[src/rtl/drive_enve_memory_addr_gen.sv]
// Envelope-memory address generator: answers the controller's set/increment strobes, issues reads, registers samples.
// Build option ENVE_ADDR_WRAP_EN: address wraps at the top of memory instead of saturating with a sticky overflow flag.
module drive_enve_memory_addr_gen #(
    parameter int ADDR_WIDTH = 10,
    parameter int LEN_WIDTH  = 10,
    parameter int DATA_WIDTH = 16,
    parameter int RD_LATENCY = 1
) (
    input  logic                  clk,
    input  logic                  rst,
    input  logic                  start_read_addr,
    input  logic                  set_enve_memory_addr,
    input  logic                  increment_enve_memory_addr,
    input  logic [ADDR_WIDTH-1:0] enve_start_addr,
    input  logic [LEN_WIDTH-1:0]  enve_length,
    output logic [ADDR_WIDTH-1:0] enve_memory_addr,
    output logic                  enve_memory_ren,
    input  logic [DATA_WIDTH-1:0] enve_memory_rdata,
    output logic [DATA_WIDTH-1:0] enve_sample,
    output logic                  enve_sample_valid,
    output logic                  is_read_env_fin,
    output logic                  enve_busy,
    output logic                  addr_overflow
);

    typedef enum logic [1:0] {
        IDLE  = 2'd0,
        READ  = 2'd1,
        DRAIN = 2'd2
    } state_t;

    state_t                  state;
    logic [LEN_WIDTH-1:0]    remaining;
    logic [RD_LATENCY-1:0]   ren_dly;
    logic [RD_LATENCY-1:0]   ren_dly_next;
    logic                    dly_empty_next;
    logic                    advance;
    logic                    at_max;
    logic                    ovf_event;
    logic [ADDR_WIDTH-1:0]   addr_adv;

    // Delay line contents after this edge; drain ends as soon as it will be empty.
    always_comb begin
        ren_dly_next    = ren_dly << 1;
        ren_dly_next[0] = enve_memory_ren;
        dly_empty_next  = (ren_dly_next == '0);
    end

    assign advance = (state == READ) && !set_enve_memory_addr &&
                     increment_enve_memory_addr && (remaining != '0);
    assign at_max  = (enve_memory_addr == {ADDR_WIDTH{1'b1}});

`ifdef ENVE_ADDR_WRAP_EN
    assign addr_adv  = enve_memory_addr + ADDR_WIDTH'(1);
    assign ovf_event = 1'b0;
`else
    assign addr_adv  = at_max ? enve_memory_addr : enve_memory_addr + ADDR_WIDTH'(1);
    assign ovf_event = advance && at_max;
`endif

    always_ff @(posedge clk) begin
        if (rst) begin
            state             <= IDLE;
            remaining         <= '0;
            ren_dly           <= '0;
            enve_memory_addr  <= '0;
            enve_memory_ren   <= 1'b0;
            enve_sample       <= '0;
            enve_sample_valid <= 1'b0;
            is_read_env_fin   <= 1'b0;
            enve_busy         <= 1'b0;
            addr_overflow     <= 1'b0;
        end else begin
            ren_dly           <= ren_dly_next;
            enve_sample_valid <= ren_dly[RD_LATENCY-1];
            if (ren_dly[RD_LATENCY-1]) begin
                enve_sample <= enve_memory_rdata;
            end
`ifdef ENVE_ADDR_WRAP_EN
            addr_overflow <= 1'b0;
`else
            addr_overflow <= ovf_event | (addr_overflow & ~start_read_addr);
`endif

            if (set_enve_memory_addr) begin
                if (enve_length != '0) begin
                    enve_memory_addr <= enve_start_addr;
                    enve_memory_ren  <= 1'b1;
                    remaining        <= enve_length - LEN_WIDTH'(1);
                    is_read_env_fin  <= (enve_length == LEN_WIDTH'(1));
                    state            <= READ;
                    enve_busy        <= 1'b1;
                end else begin
                    enve_memory_ren  <= 1'b0;
                    remaining        <= '0;
                    is_read_env_fin  <= 1'b1;
                    state            <= IDLE;
                    enve_busy        <= 1'b0;
                end
            end else begin
                case (state)
                    READ: begin
                        if (increment_enve_memory_addr) begin
                            if (remaining != '0) begin
                                enve_memory_addr <= addr_adv;
                                enve_memory_ren  <= 1'b1;
                                remaining        <= remaining - LEN_WIDTH'(1);
                                is_read_env_fin  <= (remaining == LEN_WIDTH'(1));
                            end else begin
                                // Controller's trailing increment after the last address.
                                enve_memory_ren <= 1'b0;
                                is_read_env_fin <= 1'b0;
                                if (dly_empty_next) begin
                                    state     <= IDLE;
                                    enve_busy <= 1'b0;
                                end else begin
                                    state <= DRAIN;
                                end
                            end
                        end else begin
                            enve_memory_ren <= 1'b0;
                        end
                    end
                    DRAIN: begin
                        enve_memory_ren <= 1'b0;
                        is_read_env_fin <= 1'b0;
                        if (dly_empty_next) begin
                            state     <= IDLE;
                            enve_busy <= 1'b0;
                        end
                    end
                    default: begin
                        enve_memory_ren <= 1'b0;
                        is_read_env_fin <= 1'b0;
                    end
                endcase
            end
        end
    end

endmodule

[config.mk]
export PLATFORM = sky130hd
export DESIGN_NAME = drive_enve_memory_addr_gen
export DESIGN_NICKNAME = d
export VERILOG_FILES = /design/src/rtl/drive_enve_memory_addr_gen.sv
export SDC_FILE = /design/constraint.sdc
export NUM_CORES = 1
export LEC_CHECK = 0
export CAP_MARGIN = 10
export CELL_PAD_IN_SITES_DETAIL_PLACEMENT = 1
export CELL_PAD_IN_SITES_GLOBAL_PLACEMENT = 2
export CORE_ASPECT_RATIO = 1.5
export CORE_UTILIZATION = 28
export CTS_CLUSTER_SIZE = 40
export DETAILED_ROUTE_END_ITERATION = 8
export PLACE_DENSITY_LB_ADDON = 0.15
export SLEW_MARGIN = 20
export SYNTH_ARGS = -nofsm -noshare
export SYNTH_HDL_FRONTEND = slang
export SYNTH_SLANG_ARGS = --single-unit
export TNS_END_PERCENT = 1
[constraint.sdc]
create_clock -name clk -period 2.7 [get_ports clk]
set_clock_uncertainty 0.15 [all_clocks]
set_input_delay 0.54 -clock clk [delete_from_list [all_inputs] [get_ports clk]]
set_output_delay 0.54 -clock clk [all_outputs]
set_load 0.03 [all_outputs]
==> impl_metrics.env <==
export IMPL_status="finished clean"
export IMPL_path_clk_slew_ns=0.07
export IMPL_async_reset_ff_share_pct=0
export IMPL_min_path_type="register to register"
export IMPL_initialDrtViolationCount=63
export IMPL_fin_nets=418
export IMPL_critPathLaunch="enve_length[0]"
export IMPL_final_antenna_net_count=0
export IMPL_ctsResizeCount=0
export IMPL_gp_congestion=0.794
export IMPL_cts_sinks=44
export IMPL_cts_root_buf="clkbuf_16"
export IMPL_power_density_nw_per_um2=506
export IMPL_io_buffer_count=71
export IMPL_multiInputGateArea_um2=1530
export IMPL_die_w_um=79.7
export IMPL_reg2regPathDepth=7
export IMPL_ios=72
export IMPL_synth_edf_count=0
export IMPL_fmax_ghz=0.423
export IMPL_grt_pass1_vias=2592
export IMPL_cts_htree_levels=2
export IMPL_cp_end_kind="register"
export IMPL_yosys_area_top_type="dfxtp_1"
export IMPL_antenna_found_initial=0
export IMPL_period_share_pct=87.5
export IMPL_placed_area_um2=3460
export IMPL_cts_tree="done"
export IMPL_fill_cells=1046
export IMPL_hpwl_mm=6.15
export IMPL_synthCells=290
export IMPL_clk_insertion_delay_late_ns=0.29
export IMPL_start_util_pct=28.7
export IMPL_rsz0062_at_grt="false"
export IMPL_finish_instance_area_um2=3620
export IMPL_hold_viol_final=0
export IMPL_hold_start="enve_memory_ren"
export IMPL_leakage_uw=0.00127
export IMPL_drv_cap=0
export IMPL_overflow=0
export IMPL_total_power_uw=1830
export IMPL_synth_area_per_cell_um2=8.74
export IMPL_chipHeight_um=119
export IMPL_syn_nets=337
export IMPL_yosysSeqAreaShare_pct=34.8
export IMPL_path_class="input port to register"
export IMPL_drt_pass1_iter_count=4
export IMPL_drt_wl_total_mm=8.17
export IMPL_worstMarginPinSlew_ns=0.560
export IMPL_syn_area_um2=2530
export IMPL_critical_path_required_ns=2.72
export IMPL_fin_tns_setup_ns=0
export IMPL_period_minus_slack_ns=2.36
export IMPL_fp_row_count=42
export IMPL_fp_dieArea_um2=9440
export IMPL_n_antenna_cell=0
export IMPL_grtUsageTotal_pct=18.3
export IMPL_yosys_warnings=0
export IMPL_seq_area_um2=881
export IMPL_yosys_top_cells_area="dfxtp_1 35%, mux2i_1 6.3%, nor2_1 4.7%"
export IMPL_drc_errors=0
export IMPL_ir_drop_mv=0.240
export IMPL_whs_path_depth=2
export IMPL_drive_gt1_share_pct=14.5
export IMPL_area_delta_synth_final_pct=42.8
export IMPL_worstPathArrival_ns=2.39
export IMPL_slew_headroom_pct=62.3
export IMPL_synth_most_common_cell="dfxtp_1"
export IMPL_setup_viol=0
export IMPL_cts_hold_repair_buffers=0
export IMPL_core_um2=8830
export IMPL_via_per_inst=5.38
export IMPL_num_vias=2595
export IMPL_cp_max_fo=7
export IMPL_synth_flop_cell="dfxtp_1"
export IMPL_r2r_start="remaining[0]"
export IMPL_post_drt_wl_per_cell_um=17.0
export IMPL_synth_seq_cells=44
export IMPL_grt_pass1_wl_mm=13.3
export IMPL_synth_distinct_cells=67
export IMPL_maxSlewViolCount=0
export IMPL_crit_path_start_kind="input port"
export IMPL_synth_commonest_cells="44 x dfxtp_1, 32 x nor2_1, 18 x a21oi_1"
export IMPL_grt_max_degree=33
export IMPL_netlist_area_leader_share_pct=34.8
export IMPL_cts_inserted_buffers=5
export IMPL_clockBufferDepth=2
export IMPL_postCtsSetupBuffers=0
==> state kept, by name (all words and copies together) (netlist names) <==
signal	cells
enve_sample	16
enve_memory_addr	10
enve_busy	1
ren_dly	1
state	2
remaining	10
enve_memory_ren	1
addr_overflow	1
is_read_env_fin	1
enve_sample_valid	1
==> area by class of cell <==
type | instances | share of cell area [%]
Multi-Input combinational cell | 217 | 42.3
Timing Repair Buffer | 94 | 24.4
Sequential cell | 44 | 24.3
Clock buffer | 6 | 3.84
Tap cell | 110 | 3.80
Inverter | 9 | 0.934
Clock inverter | 2 | 0.415
==> logic make-up after synthesis <==
logic type | after synthesis | share of synthesized area (%)
simple gates | 109 | 25.1
compound gates | 80 | 23.8
flops | 44 | 34.8
buf+inv | 29 | 4.89
mux | 17 | 6.77
fa+ha+maj | 6 | 2.96
xor+xnor | 5 | 1.73
==> report_power, final <==
group	switching [µW]	leakage (µW)	internal [µW]
combinational	236	0.000837	212
clock	274	0.0000691	368
sequential	50.3	0.000361	690
==> per-layer routing <==
layer	GRT usage, %	part of all wire, %	vias up
met3	2.39	3.9	12
met2	33.7	55	70
met1	20.8	39	1246
met5	0	0	-
li1	-	-	1267
met4	6.25	1.5	0
==> path summary, 6_finish.rpt <==
kind / endpoint / slack [ns]
setup / recovery: remaining[9] / 0.34
hold / removal: ren_dly / 0.33
hold reg to reg: ren_dly / 0.33
setup reg to reg: enve_memory_addr[5] / 0.47
==> cell usage in the layout (no fill, tap or decap), types with 4 or more instances in the layout <==
master / instances
a21oi_1: 18
a31oi_1: 7
buf_4: 23
clkbuf_16: 5
clkdlybuf4s50_1: 71
dfxtp_1: 44
ha_1: 6
inv_1: 8
mux2i_1: 16
nand2_1: 14
nand3_1: 6
nand4_1: 5
nor2_1: 32
nor3_1: 11
nor4_1: 9
o21ai_0: 12
o221a_2: 5
o31ai_1: 5
o32ai_1: 6
or3_1: 4
xor2_1: 4
==> critical path, cell delays in order <==
cell and delay, ns:
clkdlybuf4s50_1 0.48, or4_1 0.68, o41a_1 0.37, o31ai_1 0.24
a211oi_1 0.07
==> per-stage QoR <==
step / hold slack (ns) / worst slack, ns / instances / util, %
floorplan: 0.312 / 0.615 / 290 / -
global placement: 0.322 / 0.0527 / 474 / 39.2
detailed placement: 0.324 / 0.0466 / 474 / 39.2
CTS: 0.333 / 0.342 / 482 / 41.0
global route: 0.366 / 0.235 / 482 / 41.0
finish: 0.334 / 0.337 / 482 / 41.0
No activity file was read; power rests on OpenSTA's default activity.
